`src/rtl/io_bridge_pkg.sv`:
```
// Shared constants and helpers for the io_bridge host/processor I/O endpoint.
package io_bridge_pkg;

    localparam int DEFAULT_WIDTH = 16;
    localparam int DEFAULT_DEPTH = 4;

    // Occupancy counter needs one extra bit so that "full" (count == depth) is representable.
    function automatic int cnt_w(input int depth);
        return $clog2(depth) + 1;
    endfunction

endpackage

```
`src/rtl/io_fifo.sv`:
```
// Small FIFO with an asynchronous-read head: a pushed word is on head the cycle after the push edge.
module io_fifo
    import io_bridge_pkg::*;
#(
    parameter int WIDTH = DEFAULT_WIDTH,
    parameter int DEPTH = DEFAULT_DEPTH
) (
    input  logic             clock,
    input  logic             rst,
    input  logic             push,
    input  logic             pop,
    input  logic [WIDTH-1:0] din,
    output logic [WIDTH-1:0] head,
    output logic             empty,
    output logic             full
);

    localparam int PW = $clog2(DEPTH);
    localparam int CW = cnt_w(DEPTH);

    logic [PW-1:0]    rd_ptr_reg;
    logic [PW-1:0]    wr_ptr_reg;
    logic [CW-1:0]    count_reg;
    logic [WIDTH-1:0] mem [DEPTH];
    logic             do_push;
    logic             do_pop;

    assign empty   = (count_reg == '0);
    assign full    = (count_reg == CW'(DEPTH));
    // Push is refused when full and pop when empty, so a simultaneous pair at either extreme
    // degenerates to the single legal operation.
    assign do_push = push && !full;
    assign do_pop  = pop && !empty;

    always_ff @(posedge clock or posedge rst) begin
        if (rst) begin
            rd_ptr_reg <= '0;
            wr_ptr_reg <= '0;
            count_reg  <= '0;
        end else begin
            if (do_push) wr_ptr_reg <= wr_ptr_reg + 1'b1;
            if (do_pop)  rd_ptr_reg <= rd_ptr_reg + 1'b1;
            case ({do_push, do_pop})
                2'b10:   count_reg <= count_reg + 1'b1;
                2'b01:   count_reg <= count_reg - 1'b1;
                default: count_reg <= count_reg;
            endcase
        end
    end

    // Storage is deliberately left out of reset; stale contents are hidden by the empty mask.
    always_ff @(posedge clock) begin
        if (do_push) mem[wr_ptr_reg] <= din;
    end

    assign head = empty ? '0 : mem[rd_ptr_reg];

endmodule

```
`src/rtl/io_bridge.sv`:
```
// Host <-> processor I/O endpoint: input FIFO feeding read_in, output FIFO draining to the host.
// Define IO_BRIDGE_OVERFLOW_EN to add a sticky overflow flag for writes dropped while out_full.
module io_bridge
    import io_bridge_pkg::*;
#(
    parameter int WIDTH = DEFAULT_WIDTH,
    parameter int DEPTH = DEFAULT_DEPTH
) (
    input  logic             clock,
    input  logic             rst,
    input  logic             host_in_valid,
    input  logic [WIDTH-1:0] host_in_data,
    output logic             host_in_ready,
    input  logic             cpu_rd,
    output logic [WIDTH-1:0] read_in,
    output logic             in_avail,
    input  logic             cpu_wr,
    input  logic [WIDTH-1:0] cpu_wdata,
    output logic             out_full,
    output logic             host_out_valid,
    output logic [WIDTH-1:0] host_out_data,
    input  logic             host_out_ready
`ifdef IO_BRIDGE_OVERFLOW_EN
    ,
    output logic             overflow
`endif
);

    logic in_empty;
    logic in_full;
    logic out_empty;

    // Ready/full come straight from registered counts, never from the pop side.
    assign host_in_ready  = !in_full;
    assign in_avail       = !in_empty;
    assign host_out_valid = !out_empty;

    io_fifo #(.WIDTH(WIDTH), .DEPTH(DEPTH)) u_in_fifo (
        .clock (clock),
        .rst   (rst),
        .push  (host_in_valid && host_in_ready),
        .pop   (cpu_rd && in_avail),
        .din   (host_in_data),
        .head  (read_in),
        .empty (in_empty),
        .full  (in_full)
    );

    io_fifo #(.WIDTH(WIDTH), .DEPTH(DEPTH)) u_out_fifo (
        .clock (clock),
        .rst   (rst),
        .push  (cpu_wr && !out_full),
        .pop   (host_out_valid && host_out_ready),
        .din   (cpu_wdata),
        .head  (host_out_data),
        .empty (out_empty),
        .full  (out_full)
    );

`ifdef IO_BRIDGE_OVERFLOW_EN
    logic overflow_reg;

    always_ff @(posedge clock or posedge rst) begin
        if (rst) begin
            overflow_reg <= 1'b0;
        end else if (cpu_wr && out_full) begin
            overflow_reg <= 1'b1;
        end
    end

    assign overflow = overflow_reg;
`endif

endmodule

```
`config.mk`:
```
export PLATFORM = sky130hd
export DESIGN_NAME = io_bridge
export DESIGN_NICKNAME = d
export VERILOG_FILES = /design/src/rtl/io_bridge_pkg.sv /design/src/rtl/io_fifo.sv /design/src/rtl/io_bridge.sv
export SDC_FILE = /design/constraint.sdc
export NUM_CORES = 1
export LEC_CHECK = 0
export CAP_MARGIN = 15
export CELL_PAD_IN_SITES_DETAIL_PLACEMENT = 0
export CELL_PAD_IN_SITES_GLOBAL_PLACEMENT = 1
export CORE_MARGIN = 1.5
export CORE_UTILIZATION = 55
export CTS_CLUSTER_SIZE = 12
export DETAILED_ROUTE_END_ITERATION = 6
export DONT_BUFFER_PORTS = 1
export PLACE_DENSITY_LB_ADDON = 0.1
export SLEW_MARGIN = 0
export SYNTH_ARGS = -nofsm -noshare
export SYNTH_HDL_FRONTEND = slang
export SYNTH_HIERARCHICAL = 1
export SYNTH_SLANG_ARGS = --single-unit
```
`constraint.sdc`:
```
create_clock -name clock -period 3.2 [get_ports clock]
set_input_delay 0.64 -clock clock [delete_from_list [all_inputs] [get_ports clock]]
set_output_delay 0.64 -clock clock [all_outputs]
set_load 0.02 [all_outputs]
```
-- Yosys cells after proc, flatten, opt, wreduce, memory -nomap -nowiden
Memories as Yosys holds them, arrays and structs flattened.
Index checks and enable logic that the tools add are counted.
W data, S select, Z words.
- flip-flop bits (word level): 14
- bits in latches: 0
- RAM bits: 128
- memory bits (read-only): 0
- bits of input ports: 38
- output and inout bits: 36
- word-level logic and storage cells: 46
- memories: 2
- memory list (name ; words ; bits a word ; read ports ; clocked after memory_dff ; wr ports ; line ; source):
    u_in_fifo.mem ; 4 ; 16 ; 1 ; 0 ; 1 ; io_fifo.sv:24 ; logic [WIDTH-1:0] mem [DEPTH];
    u_out_fifo.mem ; 4 ; 16 ; 1 ; 0 ; 1 ; io_fifo.sv:24 ;
- add/subtract/negate cells: 8
- $mul: 0
- divide/modulo/power cells: 0
- $lt $le $gt $ge: 0
- equal/unequal tests: 6
- shift operators: 0
- multiplexer cells: 8
- bitwise logic cells: 0
- reduce and logical (&&, ||, !) cells: 16
- operators by type and width (kind ; number):
    $mux W16 ; 2
    $pmux W3 S2 ; 2
    $add A2 B1 Y2 const B ; 4
    $logic_and A1 B1 Y1 ; 8
    $add A3 B1 Y3 const B ; 2
    $eq A3 B3 Y1 const B ; 2
    $logic_not A3 Y1 ; 2
    $sub A3 B1 Y3 const B ; 2
    $eq A2 B1 Y1 const B ; 2
    $eq A2 B2 Y1 const B ; 2
    $logic_not A1 Y1 ; 4
    $mux W1 ; 4
    $reduce_bool A2 Y1 ; 2

-- Depth between registers and ports, before layout
Gate-level depths: netlist of run 1.
- depth in word-level cells: 6
- depth in mapped cells: 10
- gate-level depth less buffers: 10

-- Cells and area by module
The synthesis of run 1 kept the hierarchy.
- modules (own cells, without submodules) (module ; times used ; cells an instance ; area an instance (um2) ; seq. area each (um2)):
    io_fifo ; 2 ; 140 ; 2959.1 ; 2097.0
    io_bridge ; 1 ; 7 ; 43.8 ; 0.0

-- Worst setup path before layout of run 1
Ideal clock, no wire load.
- path type: register -> register
- start: reg u_out_fifo.count_reg[0]
- end: reg u_out_fifo.count_reg[2]
- setup time: 0.079 ns
- arrival time: 2.239 ns
- data required time: 3.121 ns
- path slack: 0.882 ns
- cell stages (with the launch flop): 11
- buffers on the path: 0
- period minus slack after synthesis: 2.318 ns
- path through: dfrtp_1 -> nor3b_2 -> nor2b_4 -> nor2b_2 -> inv_1 -> ha_1 -> inv_1 -> fa_1 -> xor2_1 -> nor2_1 -> xor2_1
- cells in the longest elaborated chain, start to end: 6
- elaborated cells between the ends (all ways): 14
- those cells by class: add/sub: 2; eq/ne: 3; mux: 1; reduce/logical: 8
- RTL lines (item ; line ; source):
    from (decl) ; io_fifo.sv:23 ; logic [CW-1:0] count_reg;
    from (signal assigned) ; io_fifo.sv:44 ; 2'b10: count_reg <= count_reg + 1'b1;
    from (signal assigned) ; io_fifo.sv:45 ; 2'b01: count_reg <= count_reg - 1'b1;
    from (signal assigned) ; io_fifo.sv:46 ; default: count_reg <= count_reg;
    $eq A3 B3 Y1 * ; io_fifo.sv:29 ; assign full = (count_reg == CW'(DEPTH));
    net out_full ; io_bridge.sv:19 ; output logic out_full,
    $logic_not A1 Y1 * ; io_fifo.sv:32, io_bridge.sv:52 ;
    $logic_and A1 B1 Y1 ; io_bridge.sv:52 ; .push (cpu_wr && !out_full),
    $logic_and A1 B1 Y1 * ; io_fifo.sv:32 ; assign do_push = push && !full;
    $eq A2 B1 Y1 / $eq A2 B2 Y1 (equally long branches) ; io_fifo.sv:43 ; case ({do_push, do_pop})
    $pmux W3 S2 / $reduce_bool A2 Y1 (equally long branches) ; n/a ;
The timed path passes the listed nets; every way through them passes the cells marked *.
A chain may end at the register's enable or synchronous reset.

-- Worst setup path in the final report of run 1
- start: reg u_in_fifo.rd_ptr_reg[0]
- end: out read_in[10]
- cells in the longest elaborated chain, start to end: 2
- RTL lines (item ; line ; source):
    from (decl) ; io_fifo.sv:21 ; logic [PW-1:0] rd_ptr_reg;
    from (signal assigned) ; io_fifo.sv:42 ; if (do_pop) rd_ptr_reg <= rd_ptr_reg + 1'b1;
    $mem_v2 Z4 W16 ; n/a ;
    $mux W16 ; io_fifo.sv:56 ; assign head = empty ? '0 : mem[rd_ptr_reg];
    to (decl) ; io_bridge.sv:15 ; output logic [WIDTH-1:0] read_in,
Every way passes these cells.

==> results of run 1 <==
==> routing by layer <==
metal	global-route usage, %	share of wire (%)
met1	21.34	39
met2	30.85	54
met3	5.653	5.9
met4	6.952	1.0
met5	0	0
==> worst paths after layout <==
kind / end / slack (ns) / depth (start not counted)
worst max-delay path: read_in[10] / 0.35 / 3
worst min-delay path: u_in_fifo/mem[2][5]$_DFFE_PP_ / 0.23 / 0
worst max register to register: u_out_fifo/count_reg[2]$_DFFE_PP0P_ / 0.74 / 10
worst min register to register: u_out_fifo/rd_ptr_reg[0]$_DFFE_PP0P_ / 0.53 / 1
max in group asynchronous: u_in_fifo/count_reg[2]$_DFFE_PP0P_ / 2.40 / 2
min in group asynchronous: u_out_fifo/rd_ptr_reg[0]$_DFFE_PP0P_ / 0.54 / 2
==> cell type report <==
class,count,share of cell area [%]
Multi-Input combinational cell,118,24.01
Tap cell,136,2.543
Sequential cell,142,62.69
Inverter,17,0.9538
Clock buffer,17,6.190
Timing Repair Buffer,15,1.721
Clock inverter,15,1.889
==> repair_timing <==
| action | in CTS | in global routing |
|---|---|---|
| endpoints found under the hold margin | 14 | 0 |
| hold buffers | 1 | 0 |
| setup endpoints to repair | 0 | 0 |
==> critical path, stage by stage, from the launching register on <==
cell and delay, ns:
dfrtp_1 0.74, buf_4 0.29, mux4_2 0.51, nor2b_4 0.16
==> through the flow <==
| stage | setup slack [ns] | std cells | util [%] |
|---|---|---|---|
| finish | 0.3528 | 460 | 64.23 |
| floorplan | 0.8822 | 287 | - |
| CTS | 0.3141 | 460 | 64.23 |
| detailed placement | 0.7087 | 427 | 58.94 |
| global placement | 0.7954 | 427 | 58.94 |
| global route | 0.2354 | 460 | 64.23 |
==> kinds of logic after synthesis <==
group / Yosys count / synth area share (%)
buffers and inverters: 27 / 2.707
flip-flops: 142 / 70.35
multiplexers: 36 / 13.81
adder cells (fa/ha/maj): 12 / 2.770
AND/OR/NAND/NOR: 58 / 8.604
XOR/XNOR: 12 / 1.763
==> power groups by stage <==
stage	Combinational (W)	Sequential [W]	Clock, W
after global routing	0.00247	0.00282	0.00186
final	0.00227	0.00277	0.00175
after global placement	0.00231	0.00279	0
after detailed placement	0.00232	0.00281	0
after CTS	0.00233	0.00278	0.00179
after floorplan	0.00209	0.00264	0
==> synth_stat cells (4+ instances only) <==
cell type	count	share of area [%]
mux4_2	16	6.0
nor2_1	4	0.25
nor2b_1	21	2.2
inv_1	17	1.1
edfxtp_1	128	64
dfrtp_1	14	5.9
and2_1	8	0.84
xnor2_1	4	0.59
mux4_1	16	7.1
xor2_1	8	1.2
nor2b_4	17	3.9
ha_1	10	2.1
buf_2	4	0.34
==> flow_summary.json, run 1 <==
{
  "syn-num-nets": 337,
  "clockBufferDepth": 2,
  "critPathRequiredTime_ns": 2.56,
  "cts.clk_slew.worst_paths_ns": 0.06,
  "clk_latency_ns": 0.50,
  "ys.flop_type": "edfxtp_1",
  "switching_power_w": 0.002319,
  "rsz0062_at_grt": "no",
  "timing.fmax_mhz": 351.2,
  "netlist_instances": 287,
  "cts_root_buffer": "clkbuf_8",
  "netlist_area_um2": 5962,
  "reg_top3": "u_in_fifo/mem (64), u_out_fifo/mem (64)",
  "p_seq_share_pct": 40.8,
  "ir_drop_mv": 0.5243,
  "postSynthAreaPerCell_um2": 20.77,
  "p_comb_share_pct": 33.5,
  "worstMarginPinSlew_ns": 0.7632,
  "drtPass1Iterations": 4,
  "status": "completed",
  "synth.distinct_cells": 23,
  "grt_pass1_wl_um": 14880,
  "gp_congestion": 0.6752,
  "final.setup.tns_ns": 0,
  "swShare_pct": 34.17,
  "place_hpwl_um": 5870,
  "finalWirelength_um": 9220,
  "hold_slack_ns": 0.2282,
  "cts.sink_count": 142,
  "min-delay-start": "host_in_data[5]",
  "vias_per_cell": 5.485,
  "dieHeight_um": 107.1,
  "boundaryPins": 74,
  "die_w_um": 107.1,
  "nets": 361,
  "layout_common_cells": "edfxtp_1 (128), nor2b_1 (21), inv_1 (17), nor2b_4 (17)",
  "p_leak_nw": 2.422,
  "drt-initial-drc-count": 61,
  "detail-route-antenna-nets": 0,
  "relSlewSlack_pct": 49.12,
  "async_flop_share_pct": 9.859,
  "p_clk_share_pct": 25.7,
  "n_fill_cell": 749,
  "hold_path_class": "in -> reg",
  "crit_arrival_ns": 2.21,
  "areaGrowthSynthToFinish_pct": 12.21,
  "power.density_nw_per_um2": 1015,
  "min_period_over_period_pct": 88.97,
  "placed_area_um2": 6140,
  "diodes": 0,
  "critPathLaunch": "u_in_fifo/rd_ptr_reg[0]$_DFFE_PP0P_",
  "cp-start-kind": "flop",
  "post_drt_wl_per_cell_um": 20.04,
  "drive_gt1_share_pct": 26.54,
  "final_max_slew_viol_count": 0,
  "core.rowCount": 37,
  "grt.overflow.total": 0,
  "yosysSeqAreaShare_pct": 70.35,
  "drc": 0,
  "critical_path.max_fanout": 12,
  "design_area_um2": 6690,
  "vias": 2523,
  "yosys_warnings": 6,
  "internal_power_w": 0.004469,
  "grtUsageTotal_pct": 18.04,
  "first_global_vias": 2762,
  "grt_start_max_net_pins": 18,
  "multi_input_area_um2": 1607,
  "postCtsSetupBuffers": 0,
  "fin_skew_ns": 0.01022,
  "antenna_found_initial": 0,
  "fin_crit_ns": 2.847,
  "seqCellArea_um2": 4194,
  "cts_tree": "yes",
  "dieArea_um2": 11470,
  "final_common_cell": "edfxtp_1",
  "max_cap_violations": 0,
  "ys_seq_elements": 142,
  "ctsResizeCount": 0,
  "setup_viol": 0,
  "end_kind": "output pin",
  "hold_viol": 0,
  "start_util_pct": 57.24,
  "r2r_start": "u_out_fifo/count_reg[0]$_DFFE_PP0P_",
  "core_area_um2": 10420,
  "portBuffers": 0,
  "cts_max_level": 4,
  "critPathKind": "reg -> out",
  "power.total_w": 0.006788,
  "cts_buffers": 17,
  "synth_edf_count": 128
}
Power figures use the tool's default switching activity.
==> run 2, diff against run 1 <==
- TNS_END_PERCENT: unset -> 100
==> results of run 2 <==
No change in the layout: final DEF, timing and power equal those of run 1.
==> run 3, diff against run 2 <==
- CORE_MARGIN: 1.5 -> 2
- RECOVER_POWER: unset -> 100
==> flow_summary.json, run 3 (synthesis results as in run 1) <==
{
  "grt.overflow.total": 0,
  "swShare_pct": 32.48,
  "finalWirelength_um": 9170,
  "core.rowCount": 38,
  "final_common_cell": "edfxtp_1",
  "hold_viol": 0,
  "max_cap_violations": 0,
  "layout_setup_ws_ns": 0.2528,
  "cts_root_buffer": "clkbuf_8",
  "power.density_nw_per_um2": 1034,
  "worstMarginPinSlew_ns": 1.138,
  "holdBufCountCts": 1,
  "grtUsageTotal_pct": 17.27,
  "final.setup.tns_ns": 0,
  "final_cells": 462,
  "vias": 2512,
  "layout_common_cells": "edfxtp_1 (128), nor2b_1 (28), inv_1 (17)",
  "internal_power_w": 0.004635,
  "cts.clk_slew.worst_paths_ns": 0.07,
  "detail-route-antenna-nets": 0,
  "postCtsSetupBuffers": 0,
  "reg_top3": "u_in_fifo/mem (64), u_out_fifo/mem (64)",
  "p_comb_share_pct": 29.8,
  "vias_per_cell": 5.437,
  "dpl_worst_slack_ns": 0.7276,
  "min_period_over_period_pct": 92.10,
  "final_max_slew_viol_count": 0,
  "clockBufferDepth": 2,
  "switching_power_w": 0.002229,
  "critPathKind": "reg -> out",
  "cts_buffers": 17,
  "nets": 360,
  "diodes": 0,
  "first_global_vias": 2728,
  "relSlewSlack_pct": 24.17,
  "antenna_found_initial": 0,
  "grt_start_max_net_pins": 18,
  "p_clk_share_pct": 29.5,
  "drive_gt1_share_pct": 22.05,
  "drt-initial-drc-count": 105,
  "finalCoreUtilization_pct": 62.05,
  "dieHeight_um": 108.1,
  "dp_cells": 430,
  "setup_viol": 0,
  "post_drt_wl_per_cell_um": 19.85,
  "fin_skew_ns": 0.01014,
  "clk_latency_ns": 0.50,
  "portBuffers": 0,
  "hold_slack_ns": 0.2306,
  "fin_crit_ns": 2.947,
  "ir_drop_mv": 0.4594,
  "boundaryPins": 74,
  "cts.sink_count": 142,
  "dieArea_um2": 11690,
  "die_w_um": 108.1,
  "status": "completed",
  "timing.fmax_mhz": 339.3,
  "drc": 0,
  "gp_congestion": 0.7334,
  "core_area_um2": 10700,
  "critPathRequiredTime_ns": 2.56,
  "critical_path.max_fanout": 13,
  "grt_pass1_wl_um": 14460,
  "ctsResizeCount": 0,
  "p_seq_share_pct": 40.7,
  "hold_path_class": "in -> reg",
  "crit_arrival_ns": 2.31,
  "cts_tree": "yes",
  "rsz0062_at_grt": "no",
  "drtPass1Iterations": 4,
  "cts_max_level": 4,
  "cp-start-kind": "flop",
  "areaGrowthSynthToFinish_pct": 11.33,
  "end_kind": "output pin",
  "start_util_pct": 55.73,
  "p_leak_nw": 2.355,
  "place_hpwl_um": 5845
}
==> run 3: cell count changes in the layout (fill, tap and decap cells not counted), moves of 2 or more <==
cell	delta
bufinv_16	+4
clkbuf_1	+4
nor3b_2	-2
and2_1	-7
and2_0	+7
inv_8	-2
nor3b_1	+2
clkbuf_2	+5
nor2b_1	+7
buf_4	-11
nor2b_2	+6
nor2b_4	-13
==> run 3: worst max-delay path, stage by stage, from the launching register on <==
cell and delay [ns]:
dfrtp_1 0.78, buf_4 0.30, mux4_2 0.52, nor2b_2 0.21
==> run 3: metal layers <==
layer,GRT usage [%],wire (um)
met1,20.57,3656
met5,0,0
met3,6.510,645
met4,6.593,76
met2,28.80,4791
==> run 3: power by group through the flow <==
stage               registers, W  clock network, W  logic [W]
floorplan                0.00264                 0    0.00209
detailed placement       0.00285                 0    0.00226
global route             0.00285           0.00215    0.00224
global placement         0.00283                 0    0.00225
finish                   0.00279           0.00203    0.00205
CTS                      0.00281           0.00207    0.00227
==> run 3: worst paths after layout <==
kind | from | to | slack [ns] | cells past startpoint
worst max-delay path | u_in_fifo/rd_ptr_reg[0]$_DFFE_PP0P_ | read_in[12] | 0.25 | 3
worst min-delay path | host_in_data[13] | u_in_fifo/mem[1][13]$_DFFE_PP_ | 0.23 | 0
worst max register to register | u_out_fifo/count_reg[0]$_DFFE_PP0P_ | u_out_fifo/count_reg[2]$_DFFE_PP0P_ | 0.41 | 9
worst min register to register | u_out_fifo/count_reg[2]$_DFFE_PP0P_ | u_out_fifo/count_reg[2]$_DFFE_PP0P_ | 0.51 | 1
max in group asynchronous | rst | u_in_fifo/wr_ptr_reg[1]$_DFFE_PP0P_ | 2.41 | 2
min in group asynchronous | rst | u_out_fifo/count_reg[0]$_DFFE_PP0P_ | 0.56 | 2
==> run 3: area by class of cell <==
class	count	area, um^2
Sequential cell	142	4194
Fill cell	772	4060
Multi-Input combinational cell	118	1503
Clock buffer	17	414.1
Clock inverter	14	207.7
Tap cell	140	175.2
Timing Repair Buffer	14	80.08
Inverter	17	63.81
==> run 3: stage by stage <==
| step | total power [W] | area, um^2 |
|---|---|---|
| 2_1_floorplan | 0.004730 | 5962 |
| 3_3_place_gp | 0.005075 | 6137 |
| 3_5_place_dp | 0.005109 | 6137 |
| 4_1_cts | 0.007157 | 6769 |
| 5_1_grt | 0.007230 | 6638 |
| 6_report | 0.006864 | 6638 |
